[config.mk]
export PLATFORM = sky130hd
export DESIGN_NAME = write_slave
export DESIGN_NICKNAME = d
export VERILOG_FILES = /design/src/rtl/write_slave.sv
export SDC_FILE = /design/constraint.sdc
export NUM_CORES = 2
export LEC_CHECK = 0
export ABC_AREA = 1
export ABC_CLOCK_PERIOD_IN_PS = 2400
export CORE_MARGIN = 2
export CORE_UTILIZATION = 45
export DETAILED_ROUTE_END_ITERATION = 10
export PLACE_DENSITY = 0.61
export SLEW_MARGIN = 5
export SYNTH_ARGS = -nofsm -noshare
export SYNTH_HDL_FRONTEND = slang
export SYNTH_SLANG_ARGS = --single-unit
[constraint.sdc]
create_clock -name ACLK -period 2.4 [get_ports ACLK]
set_input_delay 0.6 -clock ACLK [delete_from_list [all_inputs] [get_ports ACLK]]
set_output_delay 0.6 -clock ACLK [all_outputs]
set_load 0.01 [all_outputs]
[src/rtl/write_slave.sv]
// Single-outstanding AXI3-style write slave backed by a DEPTH-word register-file memory,
// with a combinational debug read port.
module write_slave #(
  parameter int DATA_W = 32,
  parameter int DEPTH  = 64
) (
  input  logic              ACLK,
  input  logic              ARESET,
  input  logic [3:0]        AWID,
  input  logic [31:0]       AWADDR,
  input  logic [3:0]        AWLEN,
  input  logic [2:0]        AWSIZE,
  input  logic [1:0]        AWBURST,
  input  logic              AWVALID,
  output logic              AWREADY,
  input  logic [3:0]        WID,
  input  logic [DATA_W-1:0] WDATA,
  input  logic [3:0]        WSTRB,
  input  logic              WLAST,
  input  logic              WVALID,
  output logic              WREADY,
  output logic [3:0]        BID,
  output logic [1:0]        BRESP,
  output logic              BVALID,
  input  logic              BREADY,
  input  logic [5:0]        rd_addr,
  output logic [DATA_W-1:0] rd_data
);

  typedef enum logic [1:0] {IDLE, DATA, RESP} state_t;

  state_t state, state_next;

  logic [DATA_W-1:0] mem [DEPTH];

  logic [3:0] id;
  logic [3:0] len;
  logic [1:0] burst;
  logic [7:0] addr;
  logic [3:0] cnt;
  logic       slverr, slverr_next;
  logic       decerr, decerr_next;
  logic       suppress;

  logic aw_hs, w_hs, b_hs;
  logic aw_bad, aw_out_of_range, at_len, beat_last;

  // Window mask for WRAP is (len+1)*4-1, which is simply {len, 2'b11}.
  function automatic logic [7:0] next_addr(input logic [7:0] a,
                                           input logic [1:0] bt,
                                           input logic [3:0] ln);
    logic [7:0] mask;
    mask = {2'b00, ln, 2'b11};
    case (bt)
      2'b01:   next_addr = a + 8'd4;
      2'b10:   next_addr = (a & ~mask) | ((a + 8'd4) & mask);
      default: next_addr = a;
    endcase
  endfunction

  function automatic logic [1:0] resp_code(input logic dec, input logic slv);
    if (dec)      resp_code = 2'b11;
    else if (slv) resp_code = 2'b10;
    else          resp_code = 2'b00;
  endfunction

  assign aw_hs = AWVALID && AWREADY;
  assign w_hs  = WVALID && WREADY;
  assign b_hs  = BVALID && BREADY;

  assign aw_bad = (AWSIZE > 3'd2) || (AWBURST == 2'b11) ||
                  ((AWBURST == 2'b10) && !(AWLEN inside {4'd1, 4'd3, 4'd7, 4'd15}));
  assign aw_out_of_range = (AWADDR[31:8] != 24'd0);

  assign at_len    = (cnt == len);
  assign beat_last = WLAST || at_len;

  always_comb begin
    state_next  = state;
    slverr_next = slverr;
    decerr_next = decerr;
    case (state)
      IDLE: if (aw_hs) begin
        state_next  = DATA;
        slverr_next = aw_bad;
        decerr_next = aw_out_of_range;
      end
      DATA: if (w_hs) begin
        if ((WID != id) || (WLAST != at_len)) slverr_next = 1'b1;
        if (beat_last) state_next = RESP;
      end
      RESP: if (b_hs) state_next = IDLE;
      default: state_next = IDLE;
    endcase
  end

  // Control state and registered handshake outputs
  always_ff @(posedge ACLK or posedge ARESET) begin
    if (ARESET) begin
      state    <= IDLE;
      AWREADY  <= 1'b0;
      WREADY   <= 1'b0;
      BVALID   <= 1'b0;
      BID      <= 4'd0;
      BRESP    <= 2'b00;
      cnt      <= 4'd0;
      slverr   <= 1'b0;
      decerr   <= 1'b0;
      suppress <= 1'b0;
    end else begin
      state   <= state_next;
      slverr  <= slverr_next;
      decerr  <= decerr_next;
      AWREADY <= (state_next == IDLE);
      WREADY  <= (state_next == DATA);
      BVALID  <= (state_next == RESP);
      if (aw_hs) begin
        cnt      <= 4'd0;
        suppress <= aw_bad || aw_out_of_range;
      end else if (w_hs) begin
        cnt <= cnt + 4'd1;
      end
      if ((state == DATA) && (state_next == RESP)) begin
        BID   <= id;
        BRESP <= resp_code(decerr_next, slverr_next);
      end
    end
  end

  // Burst attributes and the running beat address
  always_ff @(posedge ACLK) begin
    if (aw_hs) begin
      id    <= AWID;
      len   <= AWLEN;
      burst <= AWBURST;
      addr  <= AWADDR[7:0];
    end else if (w_hs) begin
      addr <= next_addr(addr, burst, len);
    end
  end

  // Storage is deliberately left out of reset so completed beats survive it.
  always_ff @(posedge ACLK) begin
    if (w_hs && !suppress) begin
      for (int k = 0; k < 4; k++) begin
        if (WSTRB[k]) mem[addr[7:2]][8*k +: 8] <= WDATA[8*k +: 8];
      end
    end
  end

  assign rd_data = mem[rd_addr];

endmodule

# Word level (Yosys, flattened, before mapping)
# Memory sizes are Yosys's and may differ from the RTL's.
# Cells that the tools add are included.
dict set report totals {
  wordCells 87
  n_memories 1
  out_inout_bits 41
  register_bits 36
  mem_bits_rw 2048
  inputBits 97
}
dict set report classes {
  magnitude_cmp 1
  eq_ne 15
  n_bitwise 4
  n_reduce_logical 20
  mux 30
  n_addsub 2
}
# memory depth width rd rd_clocked_by_memory_dff write_ports line
set mem_list {}
lappend mem_list {mem 64 32 1 0 1 34} ;# logic [DATA_W-1:0] mem [DEPTH];
# operator count
set op_table {}
lappend op_table {{24-bit nonzero test} 1}
lappend op_table {{1-bit two-way mux} 17}
lappend op_table {{8-bit two-way mux} 2}
lappend op_table {{8-bit one-hot mux with 2 select lines} 1}
lappend op_table {{2-bit two-way mux} 6}
lappend op_table {{2-bit == test, second input constant} 5}
lappend op_table {{8-bit by 3-bit adder with 8-bit output, second input constant} 1}
lappend op_table {{8-bit by 6-bit AND with 8-bit output} 1}
lappend op_table {{8-bit AND} 1}
lappend op_table {{4-bit two-way mux} 2}
lappend op_table {{6-bit NOT with 8-bit output} 1}
lappend op_table {{8-bit OR} 1}
lappend op_table {{2-bit by 1-bit == test with 1-bit output, second input constant} 3}
lappend op_table {{1-bit logical AND} 6}
lappend op_table {{2-bit one-hot mux with 3 select lines} 1}
lappend op_table {{1-bit logical OR} 5}
lappend op_table {{4-bit by 1-bit adder with 4-bit output, second input constant} 1}
lappend op_table {{4-bit by 1-bit == test with 1-bit output, second input constant} 1}
lappend op_table {{4-bit by 2-bit == test with 1-bit output, second input constant} 1}
lappend op_table {{4-bit by 3-bit == test with 1-bit output, second input constant} 1}
lappend op_table {{4-bit == test} 1}
lappend op_table {{4-bit == test, second input constant} 1}
lappend op_table {{2-bit logical NOT} 2}
lappend op_table {{4-bit inequality test} 1}
lappend op_table {{8 further kinds} 9}

# Longest topological paths before layout
dict set report logic_depth {
  word_depth 9
  mapped_depth 13
  ltp_nobuf 9
}

# Worst setup path before layout
# No wires, ideal clock.
dict set report synth_path {
  path_type {input-to-output}
  startpoint {in rd_addr[0]}
  endpoint {out rd_data[19]}
  setup_slack_ps 73
  t_arrival_ps 1727
  cell_stages 13
  n_path_buf 4
  t_required_ps 1800
  cell_sequence {buf_4 > inv_4 > buf_6 > buf_6 > buf_6 > nand2_1 > nand3_1 > nand3_1 > nand3_1 > nand3_1 > nand2_1 > nand2_1 > nand2_1}
}
dict set report synth_between {
  elab_chain_cells 1
}
# item line
set synth_rtl {}
lappend synth_rtl {{start: declaration} 26} ;# input logic [5:0] rd_addr,
lappend synth_rtl {{memory 64 x 32 bit} --}
lappend synth_rtl {{end: declaration} 27} ;# output logic [DATA_W-1:0] rd_data
# No other way between the ends.

# Final worst setup path
dict set report layout_path {
  startpoint {in rd_addr[1]}
  endpoint {out rd_data[15]}
}
# The elaborated chain is that of the path after synthesis.

==> impl_results.md <==
- Worst Tran Pin Value: roughly 1.3 ns
- # DRC: 0
- Placement Setup Slack: -1.31 ns
- Nets: 8,058
- Layout cells sized above 1: between 20% and 30%
- Port bufs: around 140
- Sw Ratio: a little under a quarter
- Core Box Area: 188,000 sq um
- Outcome: finished, violations left
- Area of the multi-input gates: between 20,000 and 25,000 sq um
- HPWL after DPL: around 160,000 microns
- CP Launch Type: input port
- Final Util: between 50% and 60%
- Max Slew Vio Count: 0
- Routed via count: around 60,000
- Yosys top cell area share: 73.0%
- Cell family with the largest share of critical-path delay: buffers and inverters
- GR Util All Layers: a little over a quarter
- Worst Reg-to-Reg Cells: 7
- Reg area: roughly 62,000 sq um
- DRT iter0 DRCs: between 7,000 and 8,000
- DR pass1 iterations: 6
- Drt total wl: 269,000 microns
- Drt wl/cell: 25.3 microns
- CP startpoint: rd_addr[1]
- Met2 WL: 127,000 microns
- Final Hold Vio Count: 0
- Number of max-cap violations: 0
- Hold WS: roughly 0.082 ns
- Vias in the first global route: approximately 57,000
- Largest net degree at the start of global routing: 65
- Bufs on Longest Clock Path: 3
- Area grow syn2layout: 27.6%
- Reg power frac: between 50% and 60%
- Critical Path Fanout Max: 8
- Register area share after synthesis: approximately 74%
- GRT Residual Overflow: 0
- Worst flop-to-flop path endpoint: mem[8][31]
- Die area: slightly below 200,000 sq um
- Clock Latency Late Sink: 0.87 ns
- Final worst slack: -0.502 ns
- Io pins: between 100 and 150
- Initial antenna violation count: 18
- Die height: ~440 microns
- Synth Register Bits: ~2,100
- Routed wl met3: 24,700 microns
- Post-synth cell types: 32
- Switch Pwr: roughly 0.019 W
- Cell-internal power: 0.0615 W
- Violated checks: negative setup slack
- Clock power share: about two fifths
- Post-Synthesis Cells: between 7,000 and 8,000
- Commonest cells in the synthesized netlist: nand2_1, edfxtp_1, nand3_1
- Row cnt: 159
- Worst path max stage delay: ~0.17 ns
- CP Cell Sequence: buf_16 -> buf_12 -> buf_16 -> buf_16 -> buf_12 -> clkbuf_16 -> nand3_1 -> nand3_2 -> nand3_2 -> nand3_2 -> nand2_2 -> nand2_2 -> nand2_4 -> buf_6
- Top-count cell post-synth: nand2_1
- Required time worst endpoint: 1.80 ns
- Async S/R FF share, synth: less than 1%
- Initial Util: between 40% and 50%
- RePlAce Congestion: roughly 0.93
- DR top layer: met5
- Die outline width: 438 microns
- Dominant synthesized flop cell: edfxtp_1
- Via density: 5.68
- Mapped Area: ~85,000 sq um
- Buf/Inv on CP: 7
- Reg-to-reg startpoint: addr[6]
- FMAX: roughly 340 MHz
- Clk sinks: 2,082
- Leading area contributor after synthesis: edfxtp_1
- Routed Antenna Nets: 0
- CTS HTree Levels: 4
- Syn nets: 7,303
- R2R Setup Slk: -0.03 ns
- Crit end category: primary output
- Hold Path Class: in2async
- Power share of the combinational group: 10.6%
- CP Capture Point: rd_data[15]
- Setup violations, final: between 60 and 70
- Cts bufs inserted: 205
- RSZ-0062 raised after global routing: true
- Critical path class: in2out
- WP depth: 14
- Peak VDD IR: 0.912 mV
- First-pass GRT wire length: around 390,000 microns
- Crit path DAT: between 2 and 2.5 ns
- Slew headroom: about an eighth
- Crit-path slowest cell: buf_16
- Synthesis Warnings: 0
- Leakage: just under 40 nW
- Syn Area/Cell: between 10 and 15 sq um
- Cell Pwr Density: about 740 nW/um^2
- Crit share post-route: 121%
- CTS Hold Bufs: 0
- Area contributors post-synth: edfxtp_1, nand3_1, nand2_1
- Fillers: ~15,000
- Root Driver: clkbuf_16
- Layout Skew: 0.0334 ns
- Min Tclk post-route: ~2.9 ns
- Reg clk slew, reported paths: approximately 0.06 ns
- Post-synth EDFFs: just over 2,000
- Met1 WL: 104,000 microns
- TritonCTS clock tree: yes
## cells by family after synthesis
kind of cell / count (synthesis) / share of synthesized area (%)
compound gates: 24 / 0.158
fa+ha+maj: 3 / 0.0442
buf+inv: 508 / 3.05
flops: 2082 / 73.5
xor+xnor: 9 / 0.0929
simple gates: 4577 / 23.1
## flip-flops by register name, summed over array words and instances (netlist names), 2 cells and up, named ones only
name / flops
mem: 2048
BID: 4
cnt: 4
id: 4
len: 4
addr: 3
BRESP: 2
burst: 2
state: 2
## power by group through the flow
stage	Combinational, W	Sequential (W)	Clock (W)
after floorplan	0.00301	0.0411	0
final	0.00857	0.0403	0.0317
after detailed placement	0.00668	0.0412	0
after global routing	0.00902	0.0403	0.0334
after CTS	0.00781	0.0404	0.0320
after global placement	0.00662	0.0412	0
## per-layer routing
layer	vias to the layer above	GRT usage, %
li1	27100	-
met1	29800	36.5
met2	3039	43.0
met3	551	5.24
met4	12	13.9
met5	-	0
## cell type report
| cell class | count | share of cell area [%] |
|---|---|---|
| sequential | 2082 | 57.7 |
| multi-input combinational | 4613 | 21.7 |
| timing repair buffer | 1016 | 11.4 |
| clock buffer | 254 | 5.06 |
| tap | 2495 | 2.88 |
| clock inverter | 119 | 0.989 |
| inverter | 36 | 0.173 |
| timing repair inverter | 4 | 0.0809 |
| antenna | 19 | 0.0439 |
## cell usage in the layout, fill, tap and decap left out, types with 83 or more instances in the layout
master,instances
buf_12,163
buf_4,550
buf_6,83
clkbuf_16,228
edfxtp_1,2064
nand2_1,2157
nand2_2,132
nand3_1,1420
nand3_2,433
nor2_1,295
## what timing repair did
| item | in CTS | in global routing |
|---|---|---|
| gates cloned | 59 | 18 |
| resized for setup | 687 | 517 |
| endpoints found under the setup margin | 564 | 172 |
| buffers inserted | 61 | 33 |
| pin swaps | 99 | 233 |
## tightest hold or removal path, delay by kind of cell
kind | cells | cell delay [ns]
buffers and inverters | 3 | 0.69
## through the flow
step | power, W | setup TNS [ns] | instances | cell area, sq um
after global placement | 0.0478 | -167.14 | 10100 | 94200
final | 0.0806 | -14.94 | 10600 | 108000
after CTS | 0.0801 | -15.45 | 10600 | 105000
after detailed placement | 0.0478 | -193.90 | 10100 | 94200
after floorplan | 0.0441 | 0 | 7203 | 84900
after global routing | 0.0827 | -15.25 | 10600 | 108000
## worst min-delay path by stage
stage | from | endpoint | slack, ns | cells past startpoint
floorplan | cnt[3] | cnt[3] | 0.45 | 1
global placement | BID[2] | BID[2] | 0.47 | 2
detailed placement | BID[2] | BID[2] | 0.47 | 2
CTS | ARESET | BID[3] | 0.05 | 3
global route | ARESET | BID[3] | 0.12 | 3
finish | ARESET | BID[3] | 0.08 | 3
(Power assumes the default switching activity.)
